### config.mk
export PLATFORM = sky130hd
export DESIGN_NAME = stopwatch_bcd_core_flat
export DESIGN_NICKNAME = d
export VERILOG_FILES = /design/src/rtl/stopwatch_bcd_core_if.sv /design/src/rtl/stopwatch_bcd_core.sv /design/src/flat_wrapper.sv
export SDC_FILE = /design/constraint.sdc
export NUM_CORES = 1
export LEC_CHECK = 0
export CAP_MARGIN = 20
export CORE_UTILIZATION = 40
export DETAILED_ROUTE_END_ITERATION = 10
export GPL_ROUTABILITY_DRIVEN = 0
export HOLD_SLACK_MARGIN = 0.12
export SYNTH_ARGS = -nofsm -noshare
export SYNTH_HDL_FRONTEND = slang
export SYNTH_SLANG_ARGS = --single-unit
### constraint.sdc
create_clock -name clock -period 1.6 [get_ports clock]
set_input_delay 0.24 -clock clock [delete_from_list [all_inputs] [get_ports clock]]
set_output_delay 0.24 -clock clock [all_outputs]
set_load 0.1 [all_outputs]
### src/rtl/stopwatch_bcd_core_if.sv
// Stopwatch core bus: tick/button levels in, BCD digits and status flags out.
interface stopwatch_bcd_core_if;
  logic       tick;
  logic       start_stop;
  logic       lap;
  logic       clear;
  logic [3:0] digit1;
  logic [3:0] digit2;
  logic [3:0] digit3;
  logic [3:0] digit4;
  logic [3:0] digit5;
  logic [3:0] digit6;
  logic [3:0] digit7;
  logic [3:0] digit8;
  logic       running;
  logic       lap_active;
  logic       overflow;

  // Driver side (prescaler, button synchronizers, display consumer)
  modport master (
    output tick, start_stop, lap, clear,
    input  digit1, digit2, digit3, digit4, digit5, digit6, digit7, digit8,
    input  running, lap_active, overflow
  );

  // Stopwatch core side
  modport slave (
    input  tick, start_stop, lap, clear,
    output digit1, digit2, digit3, digit4, digit5, digit6, digit7, digit8,
    output running, lap_active, overflow
  );
endinterface

### src/rtl/stopwatch_bcd_core.sv
// Stopwatch timekeeping core: cascaded BCD hh:mm:ss.cc counter advanced on a
// 0.01 s tick, with start/stop, lap-freeze and clear commands taken from
// rising edges of synchronized button levels.
module stopwatch_bcd_core #(
  parameter int unsigned HOUR_LIMIT = 100
) (
  input logic                 clock,
  input logic                 reset,
  stopwatch_bcd_core_if.slave bus
);

  // Highest legal hours value, split into BCD tens/units
  localparam logic [3:0] HrTens  = 4'((HOUR_LIMIT - 1) / 10);
  localparam logic [3:0] HrUnits = 4'((HOUR_LIMIT - 1) % 10);

  // Per-digit rollover value for the six sub-hour digits (index 0 = hundredths units)
  localparam logic [5:0][3:0] DigitMax = {4'd5, 4'd9, 4'd5, 4'd9, 4'd9, 4'd9};

  typedef enum logic [1:0] {StIdle, StRun, StPause} state_e;

  state_e          r_state;
  state_e          w_state_d;

  logic            r_ss_hist;
  logic            r_lap_hist;
  logic            r_clr_hist;
  logic            w_ss_rise;
  logic            w_lap_rise;
  logic            w_clr_rise;
  logic            w_ss_cmd;
  logic            w_lap_cmd;
  logic            w_zero;

  logic [7:0][3:0] r_cnt;
  logic [7:0][3:0] w_cnt_inc;
  logic [7:0][3:0] w_cnt_d;
  logic [7:0][3:0] r_lap;
  logic [7:0][3:0] w_lap_d;
  logic            r_lap_active;
  logic            w_lap_active_d;
  logic            r_overflow;
  logic            w_overflow_d;
  logic            w_carry;
  logic            w_wrap;

  logic [7:0][3:0] w_disp;
  logic            w_running;

  assign w_ss_rise  = bus.start_stop & ~r_ss_hist;
  assign w_lap_rise = bus.lap        & ~r_lap_hist;
  assign w_clr_rise = bus.clear      & ~r_clr_hist;

  // Priority clear > start_stop > lap; losers in the same cycle are dropped
  assign w_ss_cmd  = w_ss_rise  & ~w_clr_rise;
  assign w_lap_cmd = w_lap_rise & ~w_clr_rise & ~w_ss_rise;

  // Clear only acts outside RUN
  assign w_zero = w_clr_rise && (r_state != StRun);

  // Button history flops for rising-edge detection
  always_ff @(posedge clock) begin
    if (reset) begin
      r_ss_hist  <= 1'b0;
      r_lap_hist <= 1'b0;
      r_clr_hist <= 1'b0;
    end else begin
      r_ss_hist  <= bus.start_stop;
      r_lap_hist <= bus.lap;
      r_clr_hist <= bus.clear;
    end
  end

  // FSM state register
  always_ff @(posedge clock) begin
    if (reset) begin
      r_state <= StIdle;
    end else begin
      r_state <= w_state_d;
    end
  end

  // FSM next-state logic
  always_comb begin
    w_state_d = r_state;
    unique case (r_state)
      StIdle:  if (w_ss_cmd) w_state_d = StRun;
      StRun:   if (w_ss_cmd) w_state_d = StPause;
      StPause: begin
        if (w_ss_cmd)        w_state_d = StRun;
        else if (w_clr_rise) w_state_d = StIdle;
      end
      default: w_state_d = StIdle;
    endcase
  end

  // FSM outputs
  always_comb begin
    w_running = (r_state == StRun);
  end

  // BCD incrementer: ripple carry through the sub-hour digits, then hours wrap
  always_comb begin
    w_cnt_inc = r_cnt;
    w_carry   = 1'b1;
    w_wrap    = 1'b0;
    for (int i = 0; i < 6; i++) begin
      if (w_carry) begin
        if (r_cnt[i] == DigitMax[i]) begin
          w_cnt_inc[i] = 4'd0;
        end else begin
          w_cnt_inc[i] = r_cnt[i] + 4'd1;
          w_carry      = 1'b0;
        end
      end
    end
    if (w_carry) begin
      if (r_cnt[7] == HrTens && r_cnt[6] == HrUnits) begin
        w_cnt_inc[7] = 4'd0;
        w_cnt_inc[6] = 4'd0;
        w_wrap       = 1'b1;
      end else if (r_cnt[6] == 4'd9) begin
        w_cnt_inc[6] = 4'd0;
        w_cnt_inc[7] = r_cnt[7] + 4'd1;
      end else begin
        w_cnt_inc[6] = r_cnt[6] + 4'd1;
      end
    end
  end

  // Count, lap and flag next-state; decisions use the pre-transition state
  always_comb begin
    w_cnt_d        = r_cnt;
    w_lap_d        = r_lap;
    w_lap_active_d = r_lap_active;
    w_overflow_d   = r_overflow;
    if (r_state == StRun && bus.tick) begin
      w_cnt_d = w_cnt_inc;
      if (w_wrap) w_overflow_d = 1'b1;
    end
    if (w_lap_cmd) begin
      if (r_state == StRun && !r_lap_active) begin
        // Capture the pre-tick count so a same-cycle tick only hits the live value
        w_lap_d        = r_cnt;
        w_lap_active_d = 1'b1;
      end else begin
        w_lap_active_d = 1'b0;
      end
    end
    if (w_zero) begin
      w_cnt_d        = '0;
      w_lap_d        = '0;
      w_lap_active_d = 1'b0;
      w_overflow_d   = 1'b0;
    end
  end

  // Datapath registers
  always_ff @(posedge clock) begin
    if (reset) begin
      r_cnt        <= '0;
      r_lap        <= '0;
      r_lap_active <= 1'b0;
      r_overflow   <= 1'b0;
    end else begin
      r_cnt        <= w_cnt_d;
      r_lap        <= w_lap_d;
      r_lap_active <= w_lap_active_d;
      r_overflow   <= w_overflow_d;
    end
  end

  // Display mux: both sources are registers, so no tick/button path reaches the digits
  always_comb begin
    w_disp = r_lap_active ? r_lap : r_cnt;
  end

  assign bus.digit1     = w_disp[0];
  assign bus.digit2     = w_disp[1];
  assign bus.digit3     = w_disp[2];
  assign bus.digit4     = w_disp[3];
  assign bus.digit5     = w_disp[4];
  assign bus.digit6     = w_disp[5];
  assign bus.digit7     = w_disp[6];
  assign bus.digit8     = w_disp[7];
  assign bus.running    = w_running;
  assign bus.lap_active = r_lap_active;
  assign bus.overflow   = r_overflow;

endmodule
### src/flat_wrapper.sv
// flat-port wrapper written by rule: the top's interface ports become plain ports
module stopwatch_bcd_core_flat 
#(
  parameter int unsigned HOUR_LIMIT = 100
)
  (clock, reset, bus_tick, bus_start_stop, bus_lap, bus_clear, bus_digit1, bus_digit2, bus_digit3, bus_digit4, bus_digit5, bus_digit6, bus_digit7, bus_digit8, bus_running, bus_lap_active, bus_overflow);
  stopwatch_bcd_core_if bus_i ();
  input logic clock;
  input logic reset;
  input wire logic [$bits(bus_i.tick)-1:0] bus_tick;
  input wire logic [$bits(bus_i.start_stop)-1:0] bus_start_stop;
  input wire logic [$bits(bus_i.lap)-1:0] bus_lap;
  input wire logic [$bits(bus_i.clear)-1:0] bus_clear;
  output wire logic [$bits(bus_i.digit1)-1:0] bus_digit1;
  output wire logic [$bits(bus_i.digit2)-1:0] bus_digit2;
  output wire logic [$bits(bus_i.digit3)-1:0] bus_digit3;
  output wire logic [$bits(bus_i.digit4)-1:0] bus_digit4;
  output wire logic [$bits(bus_i.digit5)-1:0] bus_digit5;
  output wire logic [$bits(bus_i.digit6)-1:0] bus_digit6;
  output wire logic [$bits(bus_i.digit7)-1:0] bus_digit7;
  output wire logic [$bits(bus_i.digit8)-1:0] bus_digit8;
  output wire logic [$bits(bus_i.running)-1:0] bus_running;
  output wire logic [$bits(bus_i.lap_active)-1:0] bus_lap_active;
  output wire logic [$bits(bus_i.overflow)-1:0] bus_overflow;
  assign bus_i.tick = bus_tick;
  assign bus_i.start_stop = bus_start_stop;
  assign bus_i.lap = bus_lap;
  assign bus_i.clear = bus_clear;
  assign bus_digit1 = bus_i.digit1;
  assign bus_digit2 = bus_i.digit2;
  assign bus_digit3 = bus_i.digit3;
  assign bus_digit4 = bus_i.digit4;
  assign bus_digit5 = bus_i.digit5;
  assign bus_digit6 = bus_i.digit6;
  assign bus_digit7 = bus_i.digit7;
  assign bus_digit8 = bus_i.digit8;
  assign bus_running = bus_i.running;
  assign bus_lap_active = bus_i.lap_active;
  assign bus_overflow = bus_i.overflow;
  stopwatch_bcd_core #(.HOUR_LIMIT(HOUR_LIMIT)) u_core (.clock(clock), .reset(reset), .bus(bus_i));
endmodule
## Word-level counts from Yosys, hierarchy flattened

Cells that the tools add are included.

- Add/subtract/negate cells: 8
- Equal/unequal tests: 14
- Mux-type cells: 29
- Bitwise logic cells: 11
- Reduce and logical (&&, ||, !) cells: 18

Operators with widths:

| kind | count |
|---|---|
| 4-bit by 1-bit adder with 4-bit output (second input constant) | 8 |
| 32-bit two-way mux | 1 |
| 4-bit two-way mux | 8 |
| 4-bit == test (second input constant) | 6 |
| 2-bit AND reduction | 8 |
| 1-bit two-way mux | 14 |
| 4-bit by 3-bit == test with 1-bit output (second input constant) | 2 |
| 2-bit two-way mux | 4 |
| 8-bit two-way mux | 1 |
| 1-bit bitwise AND | 6 |
| 2-bit by 1-bit inequality test with 1-bit output (second input constant) | 3 |
| 2-bit one-hot mux with 3 select lines | 1 |
| 3-bit AND reduction | 2 |
| 1-bit inverter | 5 |
| 1-bit logical AND | 4 |
| 3-bit by 1-bit inequality test with 1-bit output (second input constant) | 1 |
| 2-bit by 1-bit == test with 1-bit output (second input constant) | 1 |
| 2-bit == test (second input constant) | 1 |
| 2-bit zero test | 1 |
| 2-bit nonzero test | 1 |
| 2-bit OR reduction | 1 |
| 1-bit zero test | 1 |

- Bits in registers: 71

## Longest topological paths before layout

Gate-level depths: netlist (run 1).

- Depth in word-level cells: 9
- Gate-level depth with buffers: 7

## Worst setup path after synthesis (run 1)

Ideal clock, no wire load.

- Kind: register -> output
- From: register u_core.r_lap_active (netlist: u_core.bus.lap_active)
- To: output port bus_digit2[2]
- Data arrival time: 3.241 ns
- Slack: -1.881 ns
- Cell stages (with the launch flop): 4
- Buffers on the path: 2
- Cells stage by stage: dfxtp_1 > clkbuf_1 > clkbuf_1 > o21ai_0

- Word-level cells in the longest chain between the ends: 1

Ends and longest elaborated chain:

| element | line | source |
|---|---|---|
| from (decl) | stopwatch_bcd_core.sv:39 | `logic r_lap_active;` |
| from (signal assigned) | stopwatch_bcd_core.sv:167 | `r_lap_active <= w_lap_active_d;` |
| 32-bit two-way mux | stopwatch_bcd_core.sv:174 | `w_disp = r_lap_active ? r_lap : r_cnt;` |
| to (decl) | flat_wrapper.sv:15 | `output wire logic [$bits(bus_i.digit2)-1:0] bus_digit2;` |

No other way between the ends.

## Worst setup path in the final report (run 1)

- From: register u_core.r_lap_active (netlist: u_core.bus.lap_active)
- To: output port bus_digit7[3]

- Word-level cells in the longest chain between the ends: 1

Ends and longest elaborated chain:

| element | line | source |
|---|---|---|
| 32-bit two-way mux | stopwatch_bcd_core.sv:174 |  |
| to (decl) | flat_wrapper.sv:20 | `output wire logic [$bits(bus_i.digit7)-1:0] bus_digit7;` |

No other way between the ends.

==> metrics, run 1 <==
CTS tree=done; non-filler cells, final=640; CP Launch Type=flip-flop; total CTS buffers=9; worst vdd ir=0.000435 V; WP data required=1.36 ns; post-synthesis sequential area ratio=41.1%; # IOs=41; status=complete, but fails checks; DR vias/cell=5.45; P&R area growth vs syn=66.1%; worst clock skew=0.00746 ns; Horiz. Die Dim=95 microns; min cycle time layout=1.75 ns; Slew HR=72.1%; Gate power share=6.1%; internal cell power=2.83 mW; Cells after Synth=418; DP HPWL=6050 microns; fraction of final layout cells sized beyond drive strength 1=41.7%; CP Capture Type=output port; root buf cell=clkbuf_8; static leakage=2.16 nW; GR Util met2=39.4%; antenna viol nets, final=0; WHS Endpoint=u_core.r_lap[2]; CP max FO=6; Synth Flop Type=dfxtp_1; first-pass GRT wire length=15,600 microns; RSZ-0062 raised after global routing=yes; hold_sp=u_core.r_lap[2]; met1 usage=27.6%; Cell Area, Synth=3460 sq um; Yosys top cell area share=41.1%; crit-path leading delay family=flip-flops; ys async rst share=0%; Slew Limit Fails=0; ANT cells=0; clock latency on the worst-skew pair=0.35 ns; Sw Pwr=842 uW; sequential share of power=48.4%; Iter 0 DRT Violations=192; EDFF count, synth=0; R2R setup slack=-0.12 ns; Reg clk slew, reported paths=0.08 ns; Final Hold Viols=0; Max Freq=0.570 GHz; period utilization=110%; vias in the first global route=3,298; grt met3 use=5.39%; wirelength, routed=10,600 microns; Die Ht=95 microns; nets@finish=540; yosys warns=0; setup tns final=-4.94 ns; violated checks=negative setup slack; FP Rows=33; Pwr Density=638 nW/um^2; Worst Path Arrival=1.51 ns; setup violators final=70; port bufs=40; die area=9030 sq um; Syn Nets=428; placed cells=601; mean post-synth cell area=8.28 sq um; routed length per instance=16.6 microns; Core Box Area=8300 sq um; commonest non-fill, non-tap cell in the layout=nand2_1; leading area contributor after synthesis=dfxtp_1; Hold Path Cell Cnt=2; WS Path Type=reg2out; Initial Util=41.7%; Yosys cell types=46; # DRC=0; worst r2r path cells=5; largest cells by area after synthesis=dfxtp_1 (41%), nand2_1 (9.2%), a21oi_1 (8.0%), mux2_2 (7.5%), o21ai_0 (3.8%); Bufs on Longest Clock Path=2; clock network fraction of total power=45.5%; worst r2r src=u_core.r_cnt[23]; global route hottest layer=met2; Layout fillers=614; Max-Cap Viols=0; largest net degree at the start of global routing=36; crit-path max cell delay=0.48 ns; gr ovfl total=0; register bit total from synthesis=71; drt first pass iters=4; setup ws final=-0.155 ns; CTS Hold Buffers Added=0; Max H-tree Level=3; worst-path cell chain=clkbuf_16 > mux2_4 > buf_12; Via Count=3,489; Crit-path slowest cell=dfxtp_4; CTS sink cnt=71; worst-margin pin slew=0.414 ns; crit path buf inv count=2; Worst R2R End=u_core.r_cnt[27]; commonest non-fill, non-tap cells in the layout=nand2_1 (79), buf_4 (69), dfxtp_1 (63); worst hold path class=reg2reg; switch share=23.0%; initial antenna violation count=0; Total GRT Usage=22.6%
-- cell usage after synthesis (2+ instances only) --
| library cell | n |
|---|---|
| nand4_1 | 5 |
| o31ai_1 | 8 |
| nor3_1 | 7 |
| inv_1 | 11 |
| mux2_2 | 23 |
| nand2b_1 | 6 |
| clkbuf_1 | 22 |
| o21ai_0 | 26 |
| dfxtp_1 | 71 |
| nor3b_1 | 3 |
| xnor2_1 | 3 |
| nor4_1 | 3 |
| nand4bb_1 | 2 |
| and4_1 | 2 |
| and4bb_2 | 4 |
| and3b_1 | 2 |
| nor2b_1 | 12 |
| a31oi_1 | 4 |
| ha_1 | 4 |
| buf_6 | 3 |
| or3_1 | 4 |
| buf_2 | 4 |
| nand4b_1 | 2 |
| a21oi_1 | 55 |
| nand3_1 | 4 |
| xor2_1 | 3 |
| nor2_1 | 13 |
| or4_1 | 10 |
| nand2_1 | 85 |
-- per-layer routing --
metal	wire length [microns]	part of all wire, %
met5	0	0
met3	457	4.3
met4	357	3.4
met2	5360	50
met1	4440	42
-- per-stage QoR --
| step | hold slack [ns] | util, % | worst slack, ns | cell area [sq um] | total power [mW] |
|---|---|---|---|---|---|
| floorplan | 0.309 | - | -0.157 | 3720 | 1.93 |
| global placement | 0.435 | 59.9 | -0.412 | 4970 | 2.02 |
| detailed placement | 0.445 | 59.9 | -0.468 | 4970 | 2.02 |
| CTS | 0.455 | 65.1 | -0.161 | 5400 | 3.68 |
| global route | 0.480 | 69.3 | -0.189 | 5750 | 3.78 |
| finish | 0.456 | 69.3 | -0.155 | 5750 | 3.67 |
-- how the worst max path moves through the flow --
stage                          start               end  slack, ns  cells after the start
6_report       u_core.bus.lap_active     bus_digit7[3]      -0.15                      3
2_1_floorplan  u_core.bus.lap_active  u_core.r_lap[20]      -0.16                      7
5_1_grt              u_core.r_cnt[9]  u_core.r_cnt[28]      -0.19                      6
3_3_place_gp                bus_tick  u_core.r_cnt[19]      -0.41                      6
3_5_place_dp                bus_tick  u_core.r_cnt[26]      -0.47                      6
4_1_cts        u_core.bus.lap_active     bus_digit8[3]      -0.16                      3
-- registers in the layout, summed over array words and instances, names as in the netlist --
name,count
u_core.bus.lap_active,1
u_core.r_cnt,32
u_core.r_state,2
u_core.bus.overflow,1
u_core.r_lap_hist,1
u_core.r_clr_hist,1
u_core.r_ss_hist,1
u_core.r_lap,32
-- power by group through the flow --
stage | Clock, mW | Combinational [mW] | Sequential [mW]
floorplan | 0 | 0.107 | 1.82
global placement | 0 | 0.203 | 1.82
detailed placement | 0 | 0.207 | 1.82
CTS | 1.69 | 0.214 | 1.78
global route | 1.77 | 0.238 | 1.78
finish | 1.67 | 0.225 | 1.78
-- repair_timing --
action                                  CTS  global route
gates cloned                              3             2
buffers inserted                          7            12
pin swaps                                20            20
resized for setup                        23            50
endpoints found under the setup margin   71            87
-- kinds of logic after synthesis --
group	count (synthesis)	synth area share [%]
and+or+nand+nor	173	27.2
AOI/OAI and AO/OA	101	16.1
DFF	71	41.1
buffers and inverters	40	5.14
muxes	23	7.49
xor gates and xnor gates	6	1.52
adders and majority gates	4	1.45
-- cell type report --
type / count / area, sq um / area share [%]
Clock buffer: 11 / 151 / 2.63
Clock inverter: 5 / 80.1 / 1.39
Inverter: 11 / 41.3 / 0.718
Multi-Input combinational cell: 307 / 2280 / 39.7
Sequential cell: 71 / 1430 / 24.9
Tap cell: 105 / 131 / 2.29
Timing Repair Buffer: 130 / 1630 / 28.3
-- worst min-delay path, stage by stage, from the launching register on --
cell     delay (ns)
dfxtp_1        0.31
nand2_1        0.05
a21oi_1        0.05
(Power assumes the default switching activity.)
==> inputs of run 2 (changes only) <==
Settings changed: MAX_ROUTING_LAYER set to met4.
==> run 2 against run 1 <==
  * Largest cell class unchanged
  * Power about the same
  * Non-clock buffer count unchanged
  * The flow still finishes with violations (negative setup slack)
  * Largest power group unchanged
  * Highest routed layer unchanged
  * Clock skew up 0.0034 ns
  * Via count down 0.37%
  * Routed wire length down 1.6%
==> metrics, run 2 (same netlist as run 1, synthesis figures left out) <==
status=complete, but fails checks; violated checks=negative setup slack; Pwr Density=636 nW/um^2 (-0.35%); DR vias/cell=5.43 (-0.37%); total CTS buffers=9 (unchanged); FP Rows=33 (unchanged); static leakage=2.16 nW (+0.15%); gr ovfl total=0 (unchanged); RSZ-0062 raised after global routing=yes; Total GRT Usage=23.2% (+0.61 points); crit-path max cell delay=0.47 ns (about the same); Max H-tree Level=3 (unchanged); worst-margin pin slew=0.385 ns (-0.0288 ns); Max-Cap Viols=0 (unchanged); first-pass GRT wire length=15,600 microns (about the same); Final Hold Viols=0 (unchanged); area of the multi-input gates=2300 sq um (+0.77%); Worst Path Arrival=1.52 ns (about the same); setup ws final=-0.159 ns (-0.00481 ns); Layout fillers=609 (-0.81%); commonest non-fill, non-tap cell in the layout=nand2_1; routed length per instance=16.3 microns (-1.6%); drt first pass iters=4 (unchanged); P&R area growth vs syn=66.6%; Slew HR=74.0% (+1.9 points); clock latency on the worst-skew pair=0.35 ns (about the same); setup tns final=-4.81 ns (+0.130 ns); Initial Util=41.7% (unchanged); Max Freq=0.568 GHz (-0.27%); WS Path Type=reg2out; Top Registers=u_core.r_cnt: 32 flops, u_core.r_lap: 32 flops, u_core.r_state: 2 flops; crit-path leading delay family=flip-flops; die area=9030 sq um (unchanged); Via Count=3,476 (-0.37%); min cycle time layout=1.76 ns (+0.00481 ns); WP depth=3 (unchanged); largest net degree at the start of global routing=36 (unchanged); setup violators final=68 (-2.9%); ANT cells=0 (unchanged); worst clock skew=0.0108 ns (+0.00338 ns); WHS Endpoint=u_core.r_lap[5]; R2R setup slack=-0.10 ns (+0.02 ns); WP data required=1.36 ns (about the same); CP Launch Type=flip-flop; commonest non-fill, non-tap cells in the layout=nand2_1 (79), buf_4 (68), dfxtp_1 (62); antenna viol nets, final=0 (unchanged); Horiz. Die Dim=95 microns (unchanged); CTS tree=done; worst-path cell chain=clkbuf_16 > mux2_4 > buf_12; Bufs on Longest Clock Path=2 (unchanged); worst r2r path cells=6 (+1); # IOs=41 (unchanged); worst vdd ir=0.000434 V (-0.34%); DP HPWL=6050 microns (unchanged); root buf cell=clkbuf_8; wirelength, routed=10,400 microns (-1.6%); Worst R2R End=u_core.r_cnt[15]; hold_sp=u_core.r_lap[5]; worst r2r src=u_core.r_cnt[10]; port bufs=40 (unchanged); Reg clk slew, reported paths=0.08 ns (about the same); vias in the first global route=3,309 (+0.33%); period utilization=110% (+0.30 points); fraction of final layout cells sized beyond drive strength 1=42.8% (+1.1 points); Crit-path slowest cell=dfxtp_4; # DRC=0 (unchanged); crit path buf inv count=2 (unchanged); CP max FO=6 (unchanged); worst hold path class=reg2reg; nets@finish=540 (unchanged); Hold Path Cell Cnt=2 (unchanged); Slew Limit Fails=0 (unchanged); CP Capture Type=output port; Die Ht=95 microns (unchanged); CTS Hold Buffers Added=0 (unchanged); Core Box Area=8300 sq um (unchanged); Final Core Density=69.4% (+0.18 points); Reg area=1440 sq um (about the same); initial antenna violation count=0 (unchanged); Iter 0 DRT Violations=200 (+4.2%); CTS sink cnt=71 (unchanged)
==> run 2: cell counts in the layout (fill, tap and decap cells not counted) <==
No cell type changed its count.
==> run 2: timing repair <==
action                     in CTS  in global routing
setup endpoints to repair      71                 87
cloned                          3                  2
resized for setup              23                 62
hold endpoints to repair        0                  0
buffers inserted                7                 13
pin swaps                      20                 22
==> run 2: worst max-delay path by stage <==
stage	start	endpoint	slack, ns
2_1_floorplan	u_core.bus.lap_active	u_core.r_lap[20]	-0.16
3_3_place_gp	bus_tick	u_core.r_cnt[19]	-0.41
3_5_place_dp	bus_tick	u_core.r_cnt[26]	-0.47
4_1_cts	u_core.bus.lap_active	bus_digit8[3]	-0.16
5_1_grt	u_core.bus.lap_active	bus_digit8[2]	-0.17
6_report	u_core.bus.lap_active	bus_digit8[2]	-0.16
==> run 2: layout make-up <==
| cell class | instances | area share (%) |
|---|---|---|
| Sequential cell | 71 | 24.9 |
| Tap cell | 105 | 2.28 |
| Clock inverter | 5 | 1.39 |
| Multi-Input combinational cell | 307 | 39.9 |
| Clock buffer | 11 | 2.63 |
| Inverter | 11 | 0.716 |
| Timing Repair Buffer | 130 | 28.2 |
==> run 2: worst reg2reg max path, delay by kind of cell (launching register included) <==
kind / cells / cell delay [ns]
AND/OR/NAND/NOR: 3 / 0.89
flip-flops: 1 / 0.32
AO/OA/AOI/OAI: 1 / 0.12
buffers and inverters: 2 / 0.29
==> run 2: routing by layer <==
layer | GRT usage, % | wire, microns | vias to the layer above
met5 | - | 0 | -
met4 | 6.44 | 263 | 0
met3 | 4.99 | 349 | 20
met2 | 39.1 | 5270 | 85
met1 | 27.8 | 4560 | 1662
li1 | - | - | 1709
==> run 2: power by group <==
group	internal [mW]	switching [mW]	leakage (nW)
combinational	0.0946	0.132	1.47
clock	0.960	0.702	0.112
sequential	1.77	0.00463	0.578
==> run 2: metrics by stage <==
stage	hold slack (ns)	worst slack, ns	instance area [sq um]	power [mW]	std cells
2_1_floorplan	0.309	-0.157	3720	1.93	418
3_5_place_dp	0.445	-0.468	4970	2.02	601
5_1_grt	0.480	-0.173	5760	3.78	640
6_report	0.455	-0.159	5760	3.66	640
4_1_cts	0.455	-0.161	5400	3.68	627
3_3_place_gp	0.435	-0.412	4970	2.02	601
